**src/rtl/pipe_skid_buffer.sv**
```systemverilog
`default_nettype none
// ============================================================================
//  Module      : pipe_skid_buffer
//  Description : Two-entry registered skid buffer between CPU pipeline stages.
//                Valid/ready on both sides and 1 transfer/cycle. The head
//                entry, OutValid and the state behind InReady are all
//                registered. A synchronous flush squashes buffered entries.
//                Optional macro SKID_STALL_COUNT_EN builds a 32-bit counter
//                of output stall cycles (OutValid && !OutReady) on o_stalls.
//  Revision    : 1.0 - initial release
// ============================================================================
module pipe_skid_buffer #(
    parameter int WIDTH = 32
) (
    input  logic             clk,
    input  logic             rst,
    input  logic             i_flush,
    input  logic [WIDTH-1:0] i_in_data,
    input  logic             i_in_valid,
    output logic             o_in_ready,
    output logic [WIDTH-1:0] o_out_data,
    output logic             o_out_valid,
    input  logic             i_out_ready,
    output logic [31:0]      o_stalls
);

    // Occupancy state: number of entries held (main only, or main + skid)
    typedef enum logic [1:0] {
        ST_EMPTY = 2'd0,
        ST_ONE   = 2'd1,
        ST_TWO   = 2'd2
    } state_t;

    state_t           r_state;
    logic [WIDTH-1:0] r_main;
    logic [WIDTH-1:0] r_skid;
    logic             r_out_valid;

    logic             w_acc;
    logic             w_take;

    // Ready depends only on registered state, gated by flush so nothing is
    // accepted in the squash cycle.
    assign o_in_ready  = !i_flush && (r_state != ST_TWO);
    assign w_acc       = i_in_valid && o_in_ready;
    assign w_take      = r_out_valid && i_out_ready;

    assign o_out_data  = r_main;
    assign o_out_valid = r_out_valid;

    // Occupancy FSM with data movement; reset beats flush, flush beats traffic
    always_ff @(posedge clk) begin
        if (rst) begin
            r_state     <= ST_EMPTY;
            r_main      <= '0;
            r_skid      <= '0;
            r_out_valid <= 1'b0;
        end else if (i_flush) begin
            // Data registers keep stale contents; only occupancy is cleared.
            r_state     <= ST_EMPTY;
            r_out_valid <= 1'b0;
        end else begin
            case (r_state)
                ST_EMPTY: begin
                    if (w_acc) begin
                        r_main      <= i_in_data;
                        r_state     <= ST_ONE;
                        r_out_valid <= 1'b1;
                    end
                end
                ST_ONE: begin
                    if (w_acc && w_take) begin
                        // Head leaves while new entry arrives: full throughput.
                        r_main <= i_in_data;
                    end else if (w_acc) begin
                        // Consumer stalled: park the new entry behind the head.
                        r_skid  <= i_in_data;
                        r_state <= ST_TWO;
                    end else if (w_take) begin
                        r_state     <= ST_EMPTY;
                        r_out_valid <= 1'b0;
                    end
                end
                ST_TWO: begin
                    if (w_take) begin
                        r_main  <= r_skid;
                        r_state <= ST_ONE;
                    end
                end
                default: begin
                    r_state     <= ST_EMPTY;
                    r_out_valid <= 1'b0;
                end
            endcase
        end
    end

`ifdef SKID_STALL_COUNT_EN
    logic [31:0] r_stalls;

    // Count cycles where the head is offered but not taken; flush does not clear
    always_ff @(posedge clk) begin
        if (rst) begin
            r_stalls <= '0;
        end else if (r_out_valid && !i_out_ready) begin
            r_stalls <= r_stalls + 32'd1;
        end
    end

    assign o_stalls = r_stalls;
`else
    assign o_stalls = 32'd0;
`endif

endmodule
`default_nettype wire

```
**config.mk**
```make
export PLATFORM = sky130hd
export DESIGN_NAME = pipe_skid_buffer
export DESIGN_NICKNAME = d
export VERILOG_FILES = /design/src/rtl/pipe_skid_buffer.sv
export SDC_FILE = /design/constraint.sdc
export NUM_CORES = 1
export LEC_CHECK = 0
export ABC_AREA = 1
export BUFFER_PORTS_ARGS = -buffer_cell sky130_fd_sc_hd__buf_2
export CAP_MARGIN = 20
export CELL_PAD_IN_SITES_DETAIL_PLACEMENT = 0
export CELL_PAD_IN_SITES_GLOBAL_PLACEMENT = 2
export CORE_ASPECT_RATIO = 1.25
export CORE_MARGIN = 2
export CORE_UTILIZATION = 28
export CTS_BUF_LIST = sky130_fd_sc_hd__clkbuf_16
export CTS_CLUSTER_SIZE = 30
export DETAILED_ROUTE_END_ITERATION = 6
export HOLD_SLACK_MARGIN = 0.08
export PLACE_DENSITY_LB_ADDON = 0.08
export SLEW_MARGIN = 10
export SYNTH_ARGS = -nofsm -noshare
export SYNTH_HDL_FRONTEND = slang
export SYNTH_SLANG_ARGS = --single-unit
```
**constraint.sdc**
```tcl
create_clock -name clk -period 3 [get_ports clk]
set_clock_uncertainty 0.2 [all_clocks]
set_input_delay 0.75 -clock clk [delete_from_list [all_inputs] [get_ports clk]]
set_output_delay 0.75 -clock clk [all_outputs]
set_load 0.01 [all_outputs]
```
==> results of run 1 <==
-- cell families after synthesis --
family / count (synthesis) / share of synthesized area
buf+inv: 102 / 0.165
other cells: 1 / 0.00112
simple gates: 310 / 0.374
compound gates: 40 / 0.0608
flops: 67 / 0.400
-- flip-flops by register name, indices dropped and copies added (netlist names) --
signal       flops
o_out_valid      1
o_out_data      32
r_skid          32
r_state          2
-- where the power goes --
part           total [W]  internal, W  switching [W]
clock network    0.00101     0.000624       0.000383
registers       0.000947     0.000929      0.0000182
logic           0.000269    0.0000998       0.000169
-- critical path: stages (launching register included) --
cell and delay, ps:
dfxtp_1 370, inv_2 80, nand2_4 360, clkinv_1 170
nor2_1 100, buf_2 130
-- worst paths after layout --
path / startpoint / endpoint / slack, ps / depth (start not counted)
setup reg to reg: r_state[0] / o_out_data[4] / 690 / 10
hold / removal: o_out_data[3] / o_out_data[3] / 280 / 2
setup / recovery: r_state[0] / o_in_ready / 510 / 5
hold reg to reg: o_out_data[3] / o_out_data[3] / 280 / 2
-- Yosys cell counts --
cell | instances | area (um2)
a21oi_1 | 5 | 25.0
buf_2 | 10 | 50.1
buf_4 | 35 | 263
buf_6 | 3 | 33.8
clkbuf_1 | 8 | 30.0
clkbuf_2 | 3 | 15.0
clkinv_1 | 2 | 7.51
conb_1 | 1 | 3.75
dfxtp_1 | 67 | 1340
inv_1 | 37 | 139
inv_2 | 4 | 15.0
nand2_1 | 135 | 507
nand2_2 | 2 | 12.5
nand2_4 | 1 | 11.3
nand3_1 | 34 | 170
nand3_2 | 1 | 10.0
nand3_4 | 1 | 17.5
nor2_1 | 134 | 503
nor2_4 | 2 | 22.5
o21ai_0 | 34 | 170
o21ai_2 | 1 | 8.76
-- layout make-up --
class	count	area, um2	area share
tap	161	201	0.0506
clock buffer	9	225	0.0565
multi-input combinational	382	1590	0.398
sequential	67	1340	0.337
clock inverter	6	48.8	0.0122
timing repair buffer	76	420	0.106
inverter	43	161	0.0405
-- stage by stage --
| step | instance area (um2) | setup slack [ps] | std cells | util | total power, W |
|---|---|---|---|---|---|
| floorplan | 3470 | 1070 | 551 | - | 0.00117 |
| global placement | 3710 | 590 | 729 | 0.318 | 0.00124 |
| detailed placement | 3710 | 552 | 729 | 0.318 | 0.00124 |
| CTS | 3980 | 446 | 744 | 0.341 | 0.00226 |
| global route | 3980 | 390 | 744 | 0.341 | 0.00234 |
| finish | 3980 | 511 | 744 | 0.341 | 0.00222 |
-- metal layers --
layer	GRT usage	vias to the layer above
met5	0	-
met4	0.0533	0
met1	0.190	1425
met2	0.240	64
met3	0.0347	9
li1	-	1631
==> impl_summary.md, run 1 <==
Status
The flow ran to the end, and the final reports show no timing, DRC or antenna violations.

Die
The total die area is 12900 um2. The die is 102 um wide. The I/O pin count is 103.

The floorplan has 44 rows. The effective utilization at floorplan is 0.288. In this run the vertical extent of the chip is 126 um. The floorplan step defined a core boundary enclosing 11700 um2.

Timing
The setup violation total in the final timing report is 0. The minimum clock period after layout is 2490 ps. The period utilization is 0.830. Setup repair after global routing left no endpoint under its margin. The top achievable clock speed is 402 MHz. The total count of max-transition violations in the final report is 0. After routing, the total negative slack on setup checks comes to 0 ps. The final number of hold-violating endpoints is 0. Final hold analysis gives a worst-case slack of 276 ps.

For the pin with the worst max-slew slack, the measured transition is 679 ps. Measured against its own limit, the worst slew margin works out to 0.546.

Power and ir drop
The power per standard cell area is 558 nW/um2. The worst-case IR drop observed on VDD is 0.225 mV. Summed over all cells, the static leakage comes to 2.01 nW.

Global route
The number of global-route vias before repair was 2865. Entering global routing, the biggest net connects 35 pins. The first global-routing pass estimated 14600 um of wire. Global routing finished with a remaining overflow of 0. The number of antenna violations at the first check in global routing came to 0. The total routing usage reported by global routing is 0.148.

Finish
0 antenna diodes ended up in the layout. In the final layout, the share of cells above drive strength 1 is 0.170. The library cells used most frequently in the layout, excluding fill and tap cells, are 135 x nand2_1, 134 x nor2_1, 70 x buf_2, 67 x dfxtp_1, 38 x inv_1. The number of filler cells placed in the layout is 1332. The signed area change from the synthesized netlist to the final layout is 18.7%.

Leaving out fill and tap cells, the most frequent cell in the layout is nand2_1. The net total in the final layout is 616.

Route
The final routed wirelength across all metal layers is 9140 um. After the first detailed-routing iteration, the DRC count stood at 133. In the detailed route, the total length drawn on met3 is 367 um. The met2 wire length is 4300 um. The routed layout has 3129 vias. The final routed DRC violation total is 0. The pre-antenna-repair detailed-routing pass consisted of 4 iterations. Signal routing reaches up to met4. After detailed routing, the number of vias per cell comes to 4.21.

The detail-routed net length per standard cell is 12.3 um. The met1 routed wirelength after detailed routing is 4350 um. In this run the remaining antenna-violating nets after routing total 0.

Synth
The average instance in the mapped netlist occupies 6.45 um2. Counting distinct cell types in the post-synthesis netlist gives 21. The sequential share of the synthesized area is 0.400. For this run, the number of Yosys warnings is 0. The synthesized cell area is 3360 um2. The number of cells produced by synthesis is 520. Synthesis inferred 67 register bits.

Critical path
At the worst endpoint, the arrival time is 1540 ps. The critical path required time is 2050 ps. The maximum net fanout on the critical path is 34.

The critical path start-end classification is reg2out. The worst setup path is captured at a primary output. The element type at the critical path start is a register.

Clock network
The count of hold buffers inserted by post-cts repair is 0. In this run the post-CTS setup repair buffer count came out at 0. The longest clock path from root to sink contains 2 buffers. The clock tree from TritonCTS is yes. Clock-pin slew was measured on the worst setup and hold paths at 50 ps. The clock root buffer is clkbuf_16.

The total clock buffers created by CTS is 9. The clock tree synthesis step divided the H-tree into 3 levels. The number of gates resized after CTS was 0.

The insertion delay of the later-clocked pin in the worst-skew pair is 330 ps. For this design, the sink count on the clock tree is 67.

Place
The weighted congestion at the end of routability-driven global placement is 0.748. Once detailed placement completed, the half-perimeter wirelength came to 5830 um. The number of buffer cells added on primary ports is 70.

Hold path
The class of the worst hold path is reg2reg.

Run
The count of max-cap constraint violations is 0.
(Power assumes the default switching activity.)
==> run 2, diff against run 1 <==
Settings changed: ABC_AREA 1 to 0, CORE_UTILIZATION 28 to 29.
Clock period 3 ns to 2.6 ns, I/O delays scaled along.
==> impl_summary.md, run 2 <==
Status
Result of the run: finished, final reports clean (unchanged).

Timing
The final setup TNS is 0 ps (unchanged). The minimum clock period after layout is 2060 ps. Dividing the final minimum period by the clock period gives 0.792. RSZ-0062 raised after global routing: false (unchanged). The final number of hold-violating endpoints came to 0 (unchanged). The setup violation total in the final timing report was 0 (unchanged). The post-layout worst setup margin was 540 ps (was 511 ps).

Static timing analysis puts the maximum clock frequency at 486 MHz. The total count of max-transition violations in the final report is 0 (unchanged).

Run
The count of max-cap constraint violations came to 0 (unchanged).

Finish
The net total in the final layout was 445 (was 616). Most used cells in the layout excluding fill and tap cells: 70 x buf_2, 67 x dfxtp_1, 65 x nand2_1, 35 x a21oi_1, 33 x nor3_1 (was 135 x nand2_1, 134 x nor2_1, 70 x buf_2, 67 x dfxtp_1, 38 x inv_1). The leading cell type in the layout, fill and taps excluded is buf_2 (was nand2_1).

The number of inserted diodes is 0 (unchanged). The final non-filler cell area came to 3830 um2 (was 3980 um2). The signed area change from the synthesized netlist to the final layout is 21.1% (was 18.7%). The proportion of layout cells with a drive suffix above 1 is 0.315 (was 0.170).

Clock network
The clock root buffer is clkbuf_16 (unchanged). The worst-case clock buffer depth is 2 (unchanged). The register clock-pin slew on the reported worst setup and hold paths is 50 ps (about the same). The count of hold buffers inserted by post-cts repair is 0 (unchanged). The number of buffers added for setup after CTS is 0 (unchanged). The total clock buffers created by CTS is 9 (unchanged). The sink count of the clock tree is 67 (unchanged). The number of cells upsized or downsized after cts is 0 (unchanged). The H-tree depth is 3 (unchanged). The insertion delay of the later-clocked pin in the worst-skew pair is 320 ps (was 330 ps). The clock tree from TritonCTS is yes (unchanged).

Critical path
The maximum net fanout on the critical path came to 7 (was 34). The data arrival time of the worst path is 1210 ps (was 1540 ps). The critical path required time is 1750 ps (was 2050 ps). The delay of the slowest cell on the worst path is 460 ps (was 370 ps).

The element type at the critical path start was a register (unchanged). The slowest library cell on the worst path is dfxtp_1 (unchanged). Critical path, cell by cell: nor2b_1, nor2_1, buf_2 (was inv_2, nand2_4, clkinv_1, nor2_1, buf_2). The critical path start-end classification is reg2out (unchanged).

The endpoint type of the worst setup path is a primary output (unchanged).

Synth
The flip-flop cell with the highest count after synthesis was dfxtp_1 (unchanged). The synthesized cell area came to 3170 um2 (was 3360 um2). The top cell type's share of synthesized area was 0.424 (was 0.400). The sequential share of the synthesized area came to 0.424 (was 0.400).

The Yosys warning count was 0 (unchanged). Commonest cells in the netlist: 67 x dfxtp_1, 65 x nand2_1, 35 x a21oi_1 (was 135 x nand2_1, 134 x nor2_1, 67 x dfxtp_1). The count of unique library cells instantiated by Yosys is 26 (was 21).

The synthesized area per cell was 9.20 um2 (was 6.45 um2). The most common cell in the netlist is dfxtp_1 (was nand2_1). The share of synthesized registers carrying an async set or reset is 0 (unchanged). The number of cells produced by synthesis is 344 (was 520). The number of synthesized register bits is 67 (unchanged). The number of flops mapped to enable cells by yosys is 0 (unchanged). The biggest area consumer among synthesized cells was dfxtp_1 (unchanged). Area contributors post-synth: dfxtp_1 42%, a211oi_2 12%, mux2i_1 10% (was dfxtp_1 40%, nand2_1 15%, nor2_1 15%).

Die
The row count is 42 (was 44). The width of the die is 97.4 um (was 102 um). The I/O pin count is 103 (unchanged). The placeable core region is 10600 um2 (was 11700 um2). The total die area is 11800 um2 (was 12900 um2).

The effective utilization at floorplan came to 0.298 (was 0.288). The height of the chip is 121 um (was 126 um).

Global route
The total routing usage reported by global routing is 0.141 (was 0.148). The aggregate global routing overflow is 0 (unchanged). The wire length of the first global-routing pass is 13000 um (was 14600 um). The number of antenna violations at the first check in global routing is 0 (unchanged).

The maximum number of pins on one net before global-route repair is 34 (was 35). The number of global-route vias before repair is 2401 (was 2865).

Place
The worst slack at placement is 403 ps (was 552 ps). The number of buffer cells added on primary ports is 70 (unchanged). The weighted congestion at the end of routability-driven global placement is 0.696 (was 0.748).

The placed cell area is 3550 um2 (was 3710 um2). The HPWL after detailed placement came to 5220 um (was 5830 um).

Route
The total vias in the final route is 2481 (was 3129). The met2 wire length came to 3950 um (was 4300 um). The final routed wirelength across all metal layers came to 8210 um (was 9140 um). The number of search-and-repair iterations in the first detailed-routing pass came to 4 (unchanged).

The detail-routed net length per standard cell came to 15.1 um (was 12.3 um). The highest metal layer with signal wires is met4 (unchanged). The sum of met3 wire segment lengths after detailed routing was 387 um (was 367 um). The initial DRC count is 54 (was 133). The via count normalized by instance count is 4.55 (was 4.21). The residual antenna-violating net count after detailed routing came to 0 (unchanged). The met1 routed wirelength after detailed routing is 3800 um (was 4350 um).

The final routed DRC violation total is 0 (unchanged).

Power and ir drop
The power per standard cell area is 672 nW/um2 (was 558 nW/um2). The cell leakage power is 1.72 nW (was 2.01 nW). The worst supply voltage drop on vdd is 0.280 mV (was 0.225 mV).

Hold path
The class of the worst hold path is reg2reg (unchanged).
run 2: cell types whose count changed in the layout (fill, tap and decap cells not counted), sizes merged, moves of 3 or more:
cell / change
nand2b: +3
o21ai: -34
a21oi: +30
mux2i: +32
nor2: -134
a211oi: +33
buf: +6
nor3: +34
nand3: -34
nand2: -73
inv: -42
run 2: final cells by class:
cell class                      count  area (um2)
Fill cell                        1135        6780
Multi-Input combinational cell    247        1550
Sequential cell                    67        1340
Timing Repair Buffer               82         490
Clock buffer                        9         225
Tap cell                          132         165
Clock inverter                      7        58.8
Inverter                            1        3.75
run 2: cell families (layout without fill, tap and decap cells):
group	count (synthesis)	count (layout)	synth area share
multiplexers	32	32	0.101
buffers and inverters	61	99	0.127
flip-flops	67	67	0.424
other	1	32	0.00118
AND/OR/NAND/NOR	111	111	0.153
AO/OA/AOI/OAI	72	72	0.194
run 2: metal layers:
metal  vias to the layer above  track usage
li1                       1255            -
met1                      1162        0.185
met2                        58        0.224
met3                         6       0.0416
met4                         0       0.0443
met5                         -            0
run 2: final timing paths:
check | startpoint | to | slack, ps | cells past startpoint
max reg2reg | r_state[1] | o_out_data[3] | 730 | 5
max | r_state[1] | o_in_ready | 540 | 3
min | r_skid[21] | r_skid[21] | 250 | 2
min reg2reg | r_skid[21] | r_skid[21] | 250 | 2
run 2: worst max-delay path: cells and delay by family (launching register included):
kind | cells | cell delay [ps]
buffers and inverters | 1 | 130
DFF | 1 | 460
and+or+nand+nor | 2 | 290
run 2: where the power goes:
part,switching (W),internal (W)
registers,0.0000252,0.00107
logic,0.000185,0.000126
clock network,0.000439,0.000728
total,0.000649,0.00193
run 2: through the flow:
stage | utilization | hold WS (ps) | cells | total power [W]
after floorplan | - | 236 | 375 | 0.00135
after global placement | 0.335 | 241 | 529 | 0.00143
after detailed placement | 0.335 | 246 | 529 | 0.00144
after CTS | 0.361 | 253 | 545 | 0.00261
after global routing | 0.361 | 265 | 545 | 0.00270
final | 0.361 | 250 | 545 | 0.00258
